### src/rtl/div_iter.sv
// Radix-2 restoring divider for the EX stage: one quotient bit per clock,
// result_o = {remainder, quotient}, held while start_i stays high.
module div_iter #(
  parameter int WIDTH = 32,
  parameter int CNT_W = 6
) (
  input  logic               clk,
  input  logic               rst,
  input  logic               signed_div_i,
  input  logic [WIDTH-1:0]   opdata1_i,
  input  logic [WIDTH-1:0]   opdata2_i,
  input  logic               start_i,
  input  logic               annul_i,
  output logic [2*WIDTH-1:0] result_o,
  output logic               ready_o
);

  localparam logic [1:0] S_FREE   = 2'd0;
  localparam logic [1:0] S_BYZERO = 2'd1;
  localparam logic [1:0] S_ON     = 2'd2;
  localparam logic [1:0] S_END    = 2'd3;

  logic [1:0]         r_state;
  logic [CNT_W-1:0]   r_cnt;
  logic [WIDTH-1:0]   r_dividend;   // shifts out dividend bits, shifts in quotient bits
  logic [WIDTH-1:0]   r_divisor;
  logic [WIDTH-1:0]   r_rem;
  logic               r_quo_neg;
  logic               r_rem_neg;
  logic [2*WIDTH-1:0] r_result;
  logic               r_ready;

  logic               w_op1_neg;
  logic               w_op2_neg;
  logic [WIDTH-1:0]   w_op1_abs;
  logic [WIDTH-1:0]   w_op2_abs;
  logic [WIDTH:0]     w_shift;
  logic [WIDTH+1:0]   w_sub;
  logic               w_borrow;
  logic [WIDTH-1:0]   w_quo_final;
  logic [WIDTH-1:0]   w_rem_final;

  assign w_op1_neg = signed_div_i & opdata1_i[WIDTH-1];
  assign w_op2_neg = signed_div_i & opdata2_i[WIDTH-1];
  assign w_op1_abs = w_op1_neg ? -opdata1_i : opdata1_i;
  assign w_op2_abs = w_op2_neg ? -opdata2_i : opdata2_i;

  // Partial remainder is always below the divisor, so the shifted value fits WIDTH+1 bits.
  assign w_shift  = {r_rem, r_dividend[WIDTH-1]};
  assign w_sub    = {1'b0, w_shift} - {2'b00, r_divisor};
  assign w_borrow = w_sub[WIDTH+1];

  assign w_quo_final = r_quo_neg ? -r_dividend : r_dividend;
  assign w_rem_final = r_rem_neg ? -r_rem : r_rem;

  always_ff @(posedge clk) begin
    if (rst) begin
      r_state    <= S_FREE;
      r_cnt      <= '0;
      r_dividend <= '0;
      r_divisor  <= '0;
      r_rem      <= '0;
      r_quo_neg  <= 1'b0;
      r_rem_neg  <= 1'b0;
      r_result   <= '0;
      r_ready    <= 1'b0;
    end else begin
      case (r_state)
        S_FREE: begin
          r_ready  <= 1'b0;
          r_result <= '0;
          if (start_i && !annul_i) begin
            r_dividend <= w_op1_abs;
            r_divisor  <= w_op2_abs;
            r_rem      <= '0;
            r_quo_neg  <= w_op1_neg ^ w_op2_neg;
            r_rem_neg  <= w_op1_neg;
            r_cnt      <= '0;
            r_state    <= (opdata2_i == '0) ? S_BYZERO : S_ON;
          end
        end
        S_BYZERO: begin
          r_result <= '0;
          r_ready  <= 1'b1;
          r_state  <= S_END;
        end
        S_ON: begin
          if (annul_i) begin
            r_result <= '0;
            r_ready  <= 1'b0;
            r_state  <= S_FREE;
          end else if (r_cnt != CNT_W'(WIDTH)) begin
            r_rem      <= w_borrow ? w_shift[WIDTH-1:0] : w_sub[WIDTH-1:0];
            r_dividend <= {r_dividend[WIDTH-2:0], ~w_borrow};
            r_cnt      <= r_cnt + CNT_W'(1);
          end else begin
            r_result <= {w_rem_final, w_quo_final};
            r_ready  <= 1'b1;
            r_state  <= S_END;
          end
        end
        S_END: begin
          if (!start_i) begin
            r_result <= '0;
            r_ready  <= 1'b0;
            r_state  <= S_FREE;
          end
        end
        default: begin
          r_state <= S_FREE;
        end
      endcase
    end
  end

  assign result_o = r_result;
  assign ready_o  = r_ready;

endmodule

### config.mk
export PLATFORM = sky130hd
export DESIGN_NAME = div_iter
export DESIGN_NICKNAME = d
export VERILOG_FILES = /design/src/rtl/div_iter.sv
export SDC_FILE = /design/constraint.sdc
export NUM_CORES = 1
export LEC_CHECK = 0
export CORE_ASPECT_RATIO = 0.6
export CORE_UTILIZATION = 60
export DETAILED_ROUTE_END_ITERATION = 6
export PLACE_DENSITY = 0.85
export SKIP_LAST_GASP = 1
export SYNTH_ARGS = -nofsm -noshare
export SYNTH_HDL_FRONTEND = slang
export SYNTH_SLANG_ARGS = --single-unit
### constraint.sdc
create_clock -name clk -period 8.9 [get_ports clk]
set_input_delay 2.225 -clock clk [delete_from_list [all_inputs] [get_ports clk]]
set_output_delay 2.225 -clock clk [all_outputs]
set_load 0.005 [all_outputs]
==> summary.txt, run 1 <==
Status
  • Outcome: finished clean

Pwr
  • Maximum VDD drop: 0.000137 V
  • Leak: 4.98 nW
  • PwrDens: 201 mW/mm2

Yosys
  • Area contributors post-synth: dfxtp_1 (31%), nand2_1 (7.2%), xnor2_1 (6.6%)
  • Cell count after synthesis: 1471
  • Synthesized area: 0.0111 mm2
  • YS warnings: 0
  • Most frequent cell after synthesis: nand2_1
  • Yosys cell types: 67
  • EDFF count, synth: 0
  • Mapped Nets: 1583
  • Dominant cell type by area after synthesis: dfxtp_1
  • FFs w/ async S/R, synth: 0%
  • Most frequent cells after synthesis: nand2_1 (214), dfxtp_1 (171), nor2_1 (135)
  • Sequential-to-total area share from yosys stat: 30.7%
  • Mean post-synth cell area: approximately 7.6 um2
  • Flops & latches, synth: about 170
  • Synth Flop Type: dfxtp_1
  • Top-area cell type share of the netlist area: 30.7%

Clock tree
  • Post-CTS resize count: 0
  • TritonCTS sink count: between 150 and 200
  • Reg clk slew, reported paths: around 0.070 ns
  • Root Buffer: clkbuf_16
  • Clk Latency, worst-skew pair: 0.43 ns
  • CTS tree: done
  • CTS Hold Bufs: 0
  • Post-CTS setup buffer count: 0
  • Longest Clk Path Bufs: 2
  • H-tree depth: 4
  • Total CTS buffers: 17

Floorplanning
  • Core area: 0.0181 mm2
  • Ports: 134
  • Initial Utilization: 61.5%
  • Die area: roughly 0.019 mm2
  • Die W: 178 um
  • Chip Height: 108 um
  • Rows: 38

Flow run
  • Max-cap viol count: 0

Place
  • Dpl cell area: 0.0126 mm2
  • DP HPWL: roughly 25000 um
  • Final GP Congestion: 1.02
  • Buffers on Ports: roughly 130

STA
  • Rel. slew slack: between 20% and 30%
  • Measured slew at the worst slew-check pin: ~1.2 ns
  • Slew Viols, Final: 0
  • Final hold violations: 0
  • Crit path time final: roughly 4.8 ns
  • Worst Skew: 0.0123 ns
  • Max frequency: 0.207 GHz
  • Setup violators final: 0
  • TNS Setup: 0 ns
  • RSZ-0062 raised after global routing: no
  • Period utilization: 54.3%

Worst setup path
  • Worst setup EP type: flop
  • Crit path from: opdata1_i[2]
  • Worst EP required: 9.18 ns
  • Crit path max fanout: 7
  • Startpoint types: input pin
  • Critical path arrival: around 5.1 ns
  • Critical R2R Launch: r_state[0]
  • Worst setup endpoint: r_dividend[30]
  • R2R Setup Slk: 4.80 ns
  • R2R cell count: 9
  • Slowest cell delay on critical path: 0.77 ns
  • Critical path class: in2reg
  • Worst-path cell chain: clkdlybuf4s50_1 -> nor4_1 -> nand4_1 -> nor3_1 -> a31oi_1 -> xnor2_1 -> nand2_1 -> o211ai_1 -> a21oi_1
  • R2R Path End: result_o[21]
  • Slowest cell on crit path: nor4_1

Global route
  • GRT overflow: 0
  • Initial antenna violation count: 0
  • Largest net degree at the start of global routing: 65
  • Total global-route track usage: between 30% and 40%
  • Vias in the first global route: 9477
  • Global-route wire length before repair: 51500 um

Detailed routing
  • Antenna-violating nets left: 0
  • Initial DRC Count: 1505
  • Remaining DRCs: 0
  • DR vias/cell: a little over 6
  • DRT Wirelength: 33000 um
  • WL/cell: about 18 um
  • Vias after detailed routing: 11100
  • Detailed-router iteration count before antenna repair: 7

Finish
  • Diode count: 0
  • # nets final: 1661
  • Post-route cell area: 0.0131 mm2
  • Share of layout cells above drive strength 1: 4.16%
  • Layout area overhead: 17.9%

Worst hold path
  • Hold/Removal Path Class: reg2reg
  • Hold path start: result_o[17]
[flip-flops by register name, summed over array words and instances, names as in the netlist]
signal / count
r_quo_neg: 1
r_dividend: 32
r_rem_neg: 1
r_rem: 32
result_o: 64
r_divisor: 32
r_cnt: 6
r_state: 2
ready_o: 1
[through the flow]
step / util [%] / total power (W) / std cells / setup slack (ns) / hold slack, ns
detailed placement: 69.4 / 0.00189 / 1770 / 3.72 / 0.446
CTS: 72.5 / 0.00261 / 1801 / 4.14 / 0.463
global route: 72.5 / 0.00277 / 1801 / 3.77 / 0.478
floorplan: - / 0.00162 / 1471 / 4.47 / 0.440
finish: 72.5 / 0.00264 / 1801 / 4.07 / 0.457
global placement: 69.4 / 0.00187 / 1770 / 3.79 / 0.436
[cell type report]
type,instances,area (um2)
clock inverters,13,135
repair buffers,145,1420
well taps,240,300
clock buffers,18,429
multi-input cells,1149,7180
fillers,1460,4980
inverters,65,244
flip-flops and latches,171,3420
[critical path, delay by kind of cell]
kind            cells  cell delay [ns]
compound gates      3             0.40
xor+xnor            1             0.16
buf+inv             1             0.50
simple gates        4             1.83
[placed cells by master (no fill, tap or decap), types with 23 or more instances in the layout]
cell,count
a211oi_1,36
a21o_1,24
a21oi_1,111
a22oi_1,28
clkdlybuf4s50_1,132
dfxtp_1,171
ha_1,42
inv_1,64
mux2i_1,28
nand2_1,214
nand3_1,27
nor2_1,132
nor3_1,30
o21ai_0,112
o31ai_1,23
xnor2_1,84
xor2_1,57
[layer usage]
layer	up-vias	share of wire, %	track usage, %
met1	5068	48	55.5
met3	34	15	11.4
li1	5400	-	-
met5	-	0	0
met2	643	36	42.9
met4	0	1.0	6.23
[cells by family (layout without fill, tap and decap cells)]
family	count (synthesis)	after routing	synth area share (%)
AOI/OAI and AO/OA	424	424	24.2
xor gates and xnor gates	141	141	11.1
adders and majority gates	43	43	4.90
buffers and inverters	151	241	5.20
DFF	171	171	30.7
muxes	28	28	2.52
and+or+nand+nor	513	513	21.3
[where the power goes]
part | total (W) | switching [W] | leakage [nW] | internal, W
clock | 0.000721 | 0.000329 | 0.273 | 0.000392
combinational | 0.00101 | 0.000633 | 3.32 | 0.000374
sequential | 0.000911 | 0.0000847 | 1.39 | 0.000827
total | 0.00264 | 0.00105 | 4.98 | 0.00159
[worst min-delay path by stage]
stage / end / slack, ns / cells past startpoint
after floorplan: r_divisor[0] / 0.44 / 2
after global placement: result_o[53] / 0.44 / 2
after detailed placement: result_o[16] / 0.45 / 2
after CTS: result_o[16] / 0.46 / 2
after global routing: result_o[17] / 0.48 / 2
final: result_o[17] / 0.46 / 2
Power figures use the tool's default switching activity.
==> run 2, diff against run 1 <==
--- a/config.mk
+++ b/config.mk
@@ -6,9 +6,9 @@
 export NUM_CORES = 1
 export LEC_CHECK = 0
 export CORE_ASPECT_RATIO = 0.6
-export CORE_UTILIZATION = 60
+export CORE_UTILIZATION = 57
 export DETAILED_ROUTE_END_ITERATION = 6
-export PLACE_DENSITY = 0.85
+export PLACE_DENSITY = 0.81
 export SKIP_LAST_GASP = 1
 export SYNTH_ARGS = -nofsm -noshare
 export SYNTH_HDL_FRONTEND = slang
==> constraint.sdc (replaced) <==
create_clock -name clk -period 4.8 [get_ports clk]
set_input_delay 1.2 -clock clk [delete_from_list [all_inputs] [get_ports clk]]
set_output_delay 1.2 -clock clk [all_outputs]
set_load 0.005 [all_outputs]
==> run 2 against run 1 <==
Against the previous run: utilization is 3.2 points lower; via count is 0.92% lower; register-to-register slack worse by 3.6 ns; sequential share of layout area is 0.17 points lower; first-iteration DRC count is 6.2% lower; sequential cell count stayed put; largest cell class unchanged; critical path depth is 1 lower; hold slack worse by 0.0030 ns; critical path type unchanged; clock skew is 0.0016 ns lower; cell count is 1.8% higher.
==> summary.txt, run 2 (same netlist as run 1, synthesis figures left out) <==
STA
  • Measured slew at the worst slew-check pin: 1.21 ns
  • Setup violators final: 0
  • Worst Skew: 0.0107 ns
  • Final hold violations: 0
  • WHS: 0.454 ns
  • Max frequency: 0.260 GHz
  • Slew Viols, Final: 0
  • RSZ-0062 raised after global routing: no
  • TNS Setup: 0 ns
  • Period utilization: roughly four fifths
  • Crit path time final: 3.84 ns
  • Rel. slew slack: 19.6%

Finish
  • # nets final: 1667
  • Layout Cells excl Fill: between 1500 and 2000
  • Most frequent cells in the layout: nand2_1 (214), dfxtp_1 (171), nor2_1 (132), clkdlybuf4s50_1 (132), o21ai_0 (112)
  • FF+latch area: approximately 0.0034 mm2
  • Layout area overhead: 18.6%
  • Commonest non-fill, non-tap cell in the layout: nand2_1
  • Filler instances: 1593
  • Diode count: 0
  • Area of the multi-input gates: about 0.007 mm2
  • Share of layout cells above drive strength 1: 4.46%
  • Max reg flops: 64

Worst hold path
  • Worst Hold Path EP: result_o[53]
  • Hold path start: result_o[53]
  • Hold/Removal Path Class: reg2reg
  • Hold depth: 2

Pwr
  • PwrDens: approximately 370 mW/mm2
  • Maximum VDD drop: 0.000270 V
  • Leak: roughly 5 nW

Floorplanning
  • Die area: just over 0.02 mm2
  • Rows: 39
  • Initial Utilization: 58.4%
  • Ports: 134
  • Core area: 0.0191 mm2
  • Chip Height: 110 um
  • Die W: 182 um

Detailed routing
  • Detailed-router iteration count before antenna repair: 6
  • Remaining DRCs: 0
  • Vias after detailed routing: 11000
  • DRT Wirelength: ~33000 um
  • WL/cell: between 15 and 20 um
  • Initial DRC Count: around 1400
  • DR vias/cell: 6.02
  • Antenna-violating nets left: 0

Global route
  • Global-route wire length before repair: about 51000 um
  • Vias in the first global route: 9235
  • Total global-route track usage: 33.3%
  • Largest net degree at the start of global routing: 69
  • GRT overflow: 0
  • Initial antenna violation count: 0

Clock tree
  • Clk Latency, worst-skew pair: 0.44 ns
  • CTS tree: done
  • CTS Hold Bufs: 0
  • Longest Clk Path Bufs: 2
  • Total CTS buffers: 17
  • Post-CTS setup buffer count: 0
  • Post-CTS resize count: 0
  • TritonCTS sink count: 171
  • Root Buffer: clkbuf_16
  • H-tree depth: 4
  • Reg clk slew, reported paths: 0.07 ns

Worst setup path
  • Critical R2R Launch: r_rem[27]
  • Worst setup EP type: flop
  • R2R cell count: 10
  • R2R Setup Slk: 1.22 ns
  • R2R Path End: r_rem[1]
  • Startpoint types: input pin
  • Critical path class: in2reg
  • Critical path arrival: 4.19 ns
  • Worst EP required: between 5 and 6 ns
  • Crit path max fanout: 6

Place
  • DP HPWL: 25600 um
  • Dpl cells: 1802
  • Final GP Congestion: 0.964
  • Buffers on Ports: 133

Flow run
  • Max-cap viol count: 0

Status
  • Outcome: finished clean
[run 2: cell count changes in the layout (fill, tap and decap cells not counted), sizes merged]
cell      previous run  this run
clkinvlp             2         4
clkbuf              18        22
buf                 13        19
clkinv               5         2
inv                 70        68
[run 2: critical path: stages]
cell,delay [ns]
clkdlybuf4s50_1,0.50
or4_4,0.60
nor4b_1,0.57
nand3b_1,0.30
nor3_1,0.47
a21oi_1,0.18
xnor2_1,0.16
a211oi_1,0.21
[run 2: worst max-delay path by stage]
stage | start | to | slack, ns
finish | opdata2_i[2] | r_divisor[29] | 0.96
global route | opdata2_i[2] | r_divisor[27] | 0.76
CTS | opdata2_i[2] | r_divisor[29] | 0.98
detailed placement | opdata2_i[2] | r_divisor[29] | 0.56
global placement | opdata2_i[14] | r_divisor[29] | 0.65
floorplan | opdata2_i[14] | r_divisor[27] | 1.40
[run 2: cell type report]
cell class	instances	area share, %
inverters	65	1.85
clock buffers	22	3.51
repair buffers	151	11.1
well taps	266	2.52
multi-input cells	1149	54.3
flip-flops and latches	171	25.9
clock inverters	10	0.805
[run 2: routing by layer]
metal	GRT usage, %	share of wire (%)	vias up
li1	-	-	5421
met5	0	0	-
met4	6.54	0.72	0
met2	39.6	34	571
met3	10.2	13	23
met1	54.6	52	5028
[run 2: power by group]
part           switching (W)  internal (W)  total, W
Clock               0.000602      0.000751   0.00135
Sequential          0.000160       0.00153   0.00169
Combinational        0.00118      0.000705   0.00188
[run 2: stage by stage]
step	util [%]	setup WS [ns]	area (um2)	total power (W)
after detailed placement	66.3	0.563	12600	0.00354
after floorplan	-	1.40	11100	0.00300
after global routing	69.3	0.757	13200	0.00519
after CTS	69.3	0.983	13200	0.00487
final	69.3	0.959	13200	0.00493
after global placement	66.3	0.654	12600	0.00351
